<file path="config.mk">
export PLATFORM = sky130hd
export DESIGN_NAME = divide_by_43_seq
export DESIGN_NICKNAME = d
export VERILOG_FILES = /design/src/rtl/div43_pkg.sv /design/src/rtl/div43_step.sv /design/src/rtl/divide_by_43_seq.sv
export SDC_FILE = /design/constraint.sdc
export NUM_CORES = 1
export LEC_CHECK = 0
export CORE_ASPECT_RATIO = 1.4
export CORE_MARGIN = 1
export CORE_UTILIZATION = 25
export DETAILED_ROUTE_END_ITERATION = 8
export PLACE_DENSITY = 0.46
export RECOVER_POWER = 100
export REMOVE_ABC_BUFFERS = 1
export SETUP_SLACK_MARGIN = 0.2
export SLEW_MARGIN = 20
export SYNTH_ARGS = -nofsm -noshare
export SYNTH_HDL_FRONTEND = slang
export SYNTH_SLANG_ARGS = --single-unit
</file>
<file path="constraint.sdc">
create_clock -name clk -period 2 [get_ports clk]
set_input_delay 0.4 -clock clk [delete_from_list [all_inputs] [get_ports clk]]
set_output_delay 0.4 -clock clk [all_outputs]
set_load 0.02 [all_outputs]
</file>
<file path="src/rtl/div43_pkg.sv">
// div43_pkg -- shared constants and FSM encoding for the divide-by-43 sequencer.
//   DIVIDEND_W   : dividend width (30)
//   Q_W / R_W    : reported quotient / remainder widths (21 / 6)
//   DIVISOR      : constant divisor (43)
//   ROUND_THRESH : remainder at or above which rounding bumps the quotient (22)
//   CNT_W        : iteration counter width (5, counts 0..29)
//   PR_W         : partial remainder width (7, holds up to 2*42+1 before subtract)
package div43_pkg;

  localparam int DIVIDEND_W   = 30;
  localparam int Q_W          = 21;
  localparam int R_W          = 6;
  localparam int DIVISOR      = 43;
  localparam int ROUND_THRESH = 22;
  localparam int CNT_W        = 5;
  localparam int PR_W         = 7;

  typedef enum logic [1:0] {
    IDLE = 2'd0,
    BUSY = 2'd1,
    DONE = 2'd2
  } state_t;

endpackage

</file>
<file path="src/rtl/div43_step.sv">
// div43_step -- one combinational restoring-division iteration by 43.
//   rem_in  : current partial remainder (always < 43)
//   bit_in  : next dividend bit, MSB first
//   rem_out : partial remainder after shift and conditional subtract
//   q_bit   : quotient bit produced by this iteration
module div43_step
  import div43_pkg::*;
(
  input  logic [PR_W-1:0] rem_in,
  input  logic            bit_in,
  output logic [PR_W-1:0] rem_out,
  output logic            q_bit
);

  logic [PR_W-1:0] trial;

  always_comb begin
    trial   = {rem_in[PR_W-2:0], bit_in};
    rem_out = trial;
    q_bit   = 1'b0;
    if (trial >= PR_W'(DIVISOR)) begin
      rem_out = trial - PR_W'(DIVISOR);
      q_bit   = 1'b1;
    end
  end

endmodule

</file>
<file path="src/rtl/divide_by_43_seq.sv">
// divide_by_43_seq -- sequential unsigned divide by 43, one quotient bit per clock.
//   clk, rst_n          : clock, async active-low reset
//   x_in, in_valid      : dividend and its valid; accepted in IDLE (in_ready=1)
//   q_out, r_out, ovf   : low 21 quotient bits, remainder, quotient overflow
//   out_valid/out_ready : result handshake, held in DONE until out_ready
// Optional feature: define DIV43_ROUND_EN to round the quotient to nearest
// (remainder >= 22 bumps it); r_out stays the unrounded remainder.
//
// state | meaning
// IDLE  | waiting for a dividend, in_ready=1
// BUSY  | 30 restoring iterations, counter 0..29
// DONE  | result presented, out_valid=1
module divide_by_43_seq
  import div43_pkg::*;
(
  input  logic                  clk,
  input  logic                  rst_n,
  input  logic [DIVIDEND_W-1:0] x_in,
  input  logic                  in_valid,
  output logic                  in_ready,
  output logic [Q_W-1:0]        q_out,
  output logic [R_W-1:0]        r_out,
  output logic                  ovf,
  output logic                  out_valid,
  input  logic                  out_ready
);

  state_t                state, state_nxt;
  logic [DIVIDEND_W-1:0] dividend_r;
  logic [DIVIDEND_W-1:0] quot_r;
  logic [PR_W-1:0]       rem_r;
  logic [CNT_W-1:0]      cnt_r;

  logic [PR_W-1:0]       step_rem;
  logic                  step_q;
  logic [DIVIDEND_W-1:0] quot_full;
  logic [DIVIDEND_W-1:0] quot_fin;
  logic                  last_iter;

  div43_step u_step (
    .rem_in  (rem_r),
    .bit_in  (dividend_r[DIVIDEND_W-1]),
    .rem_out (step_rem),
    .q_bit   (step_q)
  );

  assign last_iter = (cnt_r == CNT_W'(DIVIDEND_W - 1));
  assign quot_full = {quot_r[DIVIDEND_W-2:0], step_q};

`ifdef DIV43_ROUND_EN
  // Largest quotient is well under 2^29, so the increment cannot wrap.
  assign quot_fin = quot_full + DIVIDEND_W'(step_rem >= PR_W'(ROUND_THRESH));
`else
  assign quot_fin = quot_full;
`endif

  assign in_ready  = (state == IDLE);
  assign out_valid = (state == DONE);

  always_ff @(posedge clk or negedge rst_n) begin
    if (!rst_n) begin
      state <= IDLE;
    end else begin
      state <= state_nxt;
    end
  end

  always_comb begin
    state_nxt = state;
    case (state)
      IDLE:    if (in_valid)  state_nxt = BUSY;
      BUSY:    if (last_iter) state_nxt = DONE;
      DONE:    if (out_ready) state_nxt = IDLE;
      default: state_nxt = IDLE;
    endcase
  end

  always_ff @(posedge clk or negedge rst_n) begin
    if (!rst_n) begin
      dividend_r <= '0;
      quot_r     <= '0;
      rem_r      <= '0;
      cnt_r      <= '0;
      q_out      <= '0;
      r_out      <= '0;
      ovf        <= 1'b0;
    end else begin
      case (state)
        IDLE: begin
          if (in_valid) begin
            dividend_r <= x_in;
            quot_r     <= '0;
            rem_r      <= '0;
            cnt_r      <= '0;
          end
        end
        BUSY: begin
          // Dividend register doubles as the MSB-first bit shifter.
          dividend_r <= {dividend_r[DIVIDEND_W-2:0], 1'b0};
          quot_r     <= quot_full;
          rem_r      <= step_rem;
          cnt_r      <= cnt_r + 1'b1;
          if (last_iter) begin
            q_out <= quot_fin[Q_W-1:0];
            r_out <= step_rem[R_W-1:0];
            ovf   <= |quot_fin[DIVIDEND_W-1:Q_W];
          end
        end
        default: ;
      endcase
    end
  end

endmodule

</file>
==> impl_metrics.yaml, run 1 <==
status:
  outcome: "finished clean"
pwr:
  power_frac_comb_pct: 29.9
  p_switching_mw: 2.367
  power.density_nw_per_um2: 1293
  power.leakage_nw: 2.687
  p_clk_share_pct: 23.2
  swShare_pct: 33.61
  p_int_mw: 4.674
  p_seq_share_pct: 46.9
  ir_drop_v: 0.0005216
floorplanning:
  die_x_microns: 112.9
  num_io_pins: 64
  core-area_sq_um: 16820
  die_area_sq_um: 17760
  initial_core_util_pct: 25.60
  fp-row-count: 56
  die_h_microns: 157.3
sta:
  hold_violations: 0
  relSlewSlack_pct: 48.13
  fmax_mhz: 553.8
  finalCritPeriodShare_pct: 90.29
  grt_setup_unrepaired: "no"
  timing.final.crit_period_ps: 1806
  tns_ps: 0
  setup_viol: 0
  slew_violations: 0
  skew_ps: 4.935
  worstMarginPinSlew_ps: 778.0
final_layout:
  diodes: 0
  drive_gt1_share_pct: 7.322
  multi_input_area_sq_um: 1634
  final_cells: 681
  seqCellArea_sq_um: 2502
  final_core_util_pct: 32.38
  fin_nets: 510
  area_delta_synth_final_pct: 26.47
  design_area_sq_um: 5445
  nFillCells: 1745
clock_network:
  clk_latency_ps: 340
  path_clk_slew_ps: 70
  cts_root_buf: "clkbuf_16"
  cts_tree: "yes"
  post-cts-setup-buffer-count: 0
  cts_sinks: 100
  cts_made_buffers: 9
  cts_buffer_depth: 2
  htreeDepth: 3
critical_path:
  crit_fanout: 2
  endpoint_kind: "primary output"
  r2r_cells: 5
  crit_family: "buffers and inverters"
  r2r_slack_ps: 220
  cpMaxStageDelayCell: "dlygate4sd3_1"
  crit_type: "flip-flop to primary output"
  arrival_ps: 1410
  crit_required_ps: 1600
  start_kind: "flip-flop"
  critical_path_buf_inv_count: 1
  cp_cell_sequence: "dlygate4sd3_1"
  r2r_start: "state[0]"
  worst_path_largest_cell_delay_ps: 690
  r2r_end: "quot_r[27]"
placement:
  routabilityCongestion: 0.7125
  hpwl_microns: 6510
  placedInstanceArea_sq_um: 5185
  io_buffers: 63
  dp_cells: 664
drt:
  ant_nets: 0
  dr.pass1.iters: 4
  initialDrtViolationCount: 96
  vias: 3188
  route.detailed.drc: 0
  drt-vias-per-instance: 4.681
  wl_per_cell_microns: 14.10
  drt-total-wl_microns: 9601
global_route:
  use_met1_pct: 14.50
  busiest_layer: "met2"
  grt_pass1_vias: 3335
  grt_max_degree: 57
  antenna_found_initial: 0
  grt_pass1_wl_microns: 16350
  grtUsageMet2_pct: 19.90
  grt_usage_pct: 11.65
  grt_overflow: 0
  grtUsageMet3_pct: 2.657
synthesis:
  yosys.cell_types.count: 41
  synth.avg_cell_area_sq_um: 10.37
  synth-warning-count: 0
  netlist_area_sq_um: 4305
  synth_cells: 415
  ys_seq_area_share_pct: 58.12
  synth_seq_cells: 100
run:
  cap_violations: 0
worst_hold_path:
  hold_class: "primary input to async pin"
cells by family after synthesis:
logic type,Yosys count,share of synthesized area (%)
AO/OA/AOI/OAI,119,17.61
XOR/XNOR,2,0.4069
adder cells (fa/ha/maj),3,0.8719
buffers and inverters,32,4.011
flip-flops,100,58.12
multiplexers,4,1.017
AND/OR/NAND/NOR,155,17.96
cell usage after synthesis, drive strengths merged:
cell type	instances	area, sq um
a21oi	34	173.9
clkbuf	11	41.29
and3b	29	254.0
nor2b	1	6.260
o21ai	41	209.0
and2	1	6.260
nand2b	2	12.51
mux2i	1	10.01
a211oi	1	12.51
nor3	2	10.01
o31ai	2	15.01
nand3b	1	7.510
or3b	1	8.760
a31oi	2	12.51
xor2	2	17.52
or2	2	12.52
nand3	3	15.01
buf	19	123.9
nand4	2	12.51
o22ai	2	12.51
o211ai	1	7.510
inv	2	7.510
or4	1	7.510
mux2	3	33.78
nand2	100	377.9
dfrtp	100	2502
a32o	2	20.02
nor2	9	33.78
and4	1	8.760
o21a	1	7.510
a22o	32	280.3
a21o	1	7.510
ha	3	37.54
flip-flops by register name, summed over array words and instances (netlist names):
name,count
q_out,21
rem_r,6
cnt_r,5
quot_r,29
state,2
ovf,1
r_out,6
dividend_r,30
power by group through the flow:
stage | registers (mW) | logic (mW) | clock network [mW]
6_report | 3.30 | 2.10 | 1.63
5_1_grt | 3.42 | 2.37 | 1.78
4_1_cts | 3.32 | 2.22 | 1.71
3_5_place_dp | 3.34 | 2.22 | 0
3_3_place_gp | 3.34 | 2.17 | 0
2_1_floorplan | 3.39 | 1.24 | 0
cell type report:
class,count,area share [%]
clock buffers,13,4.779
repair buffers,77,14.06
well taps,203,4.665
clock inverters,3,0.3906
inverters,2,0.1379
multi-input cells,283,30.01
flip-flops and latches,100,45.96
per-layer routing:
| metal | routed length (microns) | vias up |
|---|---|---|
| met5 | 0 | - |
| met4 | 113 | 0 |
| met3 | 375 | 7 |
| met2 | 4664 | 61 |
| met1 | 4448 | 1550 |
| li1 | - | 1570 |
repair_timing:
action,CTS,global route
endpoints found under the setup margin,5,26
pin swaps,0,0
hold buffers,1,0
endpoints found under the hold margin,2,0
resized for setup,6,6
metrics by stage:
step	hold WS, ps	worst slack [ps]	power [mW]
floorplan	104.4	-1720	4.632
global placement	214.0	113.6	5.506
detailed placement	213.2	123.9	5.563
CTS	376.5	202.0	7.254
global route	444.7	114.4	7.572
finish	439.2	194.1	7.041
worst max-delay path by stage:
stage | depth (start not counted) | end | start
floorplan | 3 | r_out[0] | state[0]
global placement | 2 | in_ready | state[0]
detailed placement | 2 | in_ready | state[0]
CTS | 3 | out_valid | state[0]
global route | 5 | quot_r[28] | state[0]
finish | 1 | r_out[1] | r_out[1]
placed cells by master (no fill, tap or decap), types with 8 or more instances in the layout:
cell             instances
o21ai_0                 38
clkdlybuf4s50_1         31
dfrtp_1                100
clkbuf_16                9
a21oi_1                 33
and3b_1                 29
nor2_1                   8
nand2_1                 99
dlygate4sd3_1           29
a22o_1                  32
No activity file was read; power rests on OpenSTA's default activity.
==> run 2: changes to the inputs <==
Clock period 2 ns to 2.1 ns, I/O delays scaled along.
==> impl_metrics.yaml, run 2 (synthesis gave the netlist of run 1 again) <==
sta:
  skew_ps: 9.647
  timing.final.crit_period_ps: 1829
  setup_viol: 0
  relSlewSlack_pct: 6.302
  worstMarginPinSlew_ps: 1405
  whs_ps: 471.6
  finalCritPeriodShare_pct: 87.09
  slew_violations: 0
  layout_setup_ws_ps: 271.1
  fmax_mhz: 546.8
  hold_violations: 0
  grt_setup_unrepaired: "no"
final_layout:
  fin_nets: 509
  design_area_sq_um: 5408
  seqCellArea_sq_um: 2502
  multi_input_area_sq_um: 1620
  final_cell_mix: "100 x nand2_1, 100 x dfrtp_1, 37 x o21ai_0"
  area_delta_synth_final_pct: 25.60
  reg_top3: "dividend_r: 30 flops, quot_r: 29 flops, q_out: 21 flops"
  largest_reg_flops: 30
  drive_gt1_share_pct: 7.128
  largest-register: "dividend_r"
  diodes: 0
  nFillCells: 1769
floorplanning:
  die_area_sq_um: 17760
  core-area_sq_um: 16820
  num_io_pins: 64
  initial_core_util_pct: 25.60
  die_h_microns: 157.3
  fp-row-count: 56
  die_x_microns: 112.9
clock_network:
  htreeDepth: 3
  holdBufCountCts: 0
  cts_root_buf: "clkbuf_16"
  clk_latency_ps: 340
  cts_made_buffers: 9
  cts_sinks: 100
  cts_resized: 3
  cts_buffer_depth: 2
  path_clk_slew_ps: 70
  post-cts-setup-buffer-count: 0
  cts_tree: "yes"
critical_path:
  crit_fanout: 19
  cpMaxStageDelayCell: "dfrtp_1"
  crit_required_ps: 2330
  crit_type: "flip-flop to flip-flop"
  critical_path_buf_inv_count: 2
  arrival_ps: 2060
  start_kind: "flip-flop"
  endpoint_kind: "flip-flop"
  crit_family: "buffers and inverters"
  worst_path_largest_cell_delay_ps: 440
  cp_cell_sequence: "buf_4 > clkbuf_1 > nor2_1 > o31ai_1 > a32o_1"
placement:
  io_buffers: 63
  placedInstanceArea_sq_um: 5147
  dp_slack_ps: 183.9
  routabilityCongestion: 0.7331
  hpwl_microns: 6421
pwr:
  ir_drop_v: 0.0004357
  power.density_nw_per_um2: 1254
  power.leakage_nw: 2.691
worst_hold_path:
  hold_class: "flip-flop to flip-flop"
drt:
  wl_met2_microns: 4718
  drt-vias-per-instance: 4.668
  wl_met3_microns: 365
  dr.pass1.iters: 4
  drt-total-wl_microns: 9473
  route.detailed.drc: 0
  initialDrtViolationCount: 114
  wl_per_cell_microns: 13.93
  routed.top_layer: "met4"
  ant_nets: 0
  wirelength_met1_microns: 4254
  vias: 3174
global_route:
  grt_pass1_vias: 3155
  grt_overflow: 0
  antenna_found_initial: 0
  grt_pass1_wl_microns: 15910
  grt_max_degree: 101
  grt_usage_pct: 11.35
status:
  outcome: "finished clean"
run:
  cap_violations: 0
[run 2: cell count changes in the layout (fill, tap and decap cells not counted), moves of 2 or more]
cell	change
inv_6	+2
buf_12	-4
clkbuf_1	-4
clkbuf_8	-2
buf_4	+2
o21ai_1	+2
[run 2: path summary, 6_finish.rpt]
kind,depth (start not counted),start,endpoint,slack (ps)
max,5,state[1],rem_r[5],270
min,2,q_out[16],q_out[16],470
max reg2reg,5,state[1],rem_r[5],270
min reg2reg,2,q_out[16],q_out[16],470
max in group asynchronous,2,rst_n,dividend_r[29],680
min in group asynchronous,2,rst_n,dividend_r[18],500
[run 2: tightest hold or removal path, delay by kind of cell (launching register included)]
family        cells  cell delay (ps)
flops             1              340
simple gates      2              100
[run 2: layout make-up]
class | count | share of cell area [%]
Clock buffer | 9 | 4.165
Clock inverter | 7 | 1.481
Inverter | 2 | 0.1388
Multi-Input combinational cell | 283 | 29.96
Sequential cell | 100 | 46.27
Tap cell | 203 | 4.697
Timing Repair Buffer | 76 | 13.28
[run 2: power by group]
part / switching [mW] / internal (mW)
Combinational: 0.997 / 0.940
Sequential: 0.545 / 2.61
Clock: 0.748 / 0.941
[run 2: metal layers]
| layer | global-route usage, % | vias up |
|---|---|---|
| li1 | - | 1565 |
| met1 | 14.15 | 1535 |
| met2 | 19.28 | 63 |
| met3 | 2.618 | 11 |
| met4 | 3.947 | 0 |
| met5 | 0 | - |
[run 2: per-stage QoR]
stage          total power, mW  TNS [ps]  utilization [%]  cells
3_5_place_dp             5.274         0            30.61    664
4_1_cts                  6.997         0            32.42    680
6_report                 6.783         0            32.16    680
3_3_place_gp             5.219         0            30.61    664
2_1_floorplan            4.411    -75470                -    385
5_1_grt                  7.294         0            32.16    680
==> run 3: changes to the inputs <==
Settings changed: ABC_CLOCK_PERIOD_IN_PS set to 2100.
==> results of run 3 <==
No change in the layout: final DEF, timing and power equal those of run 2.
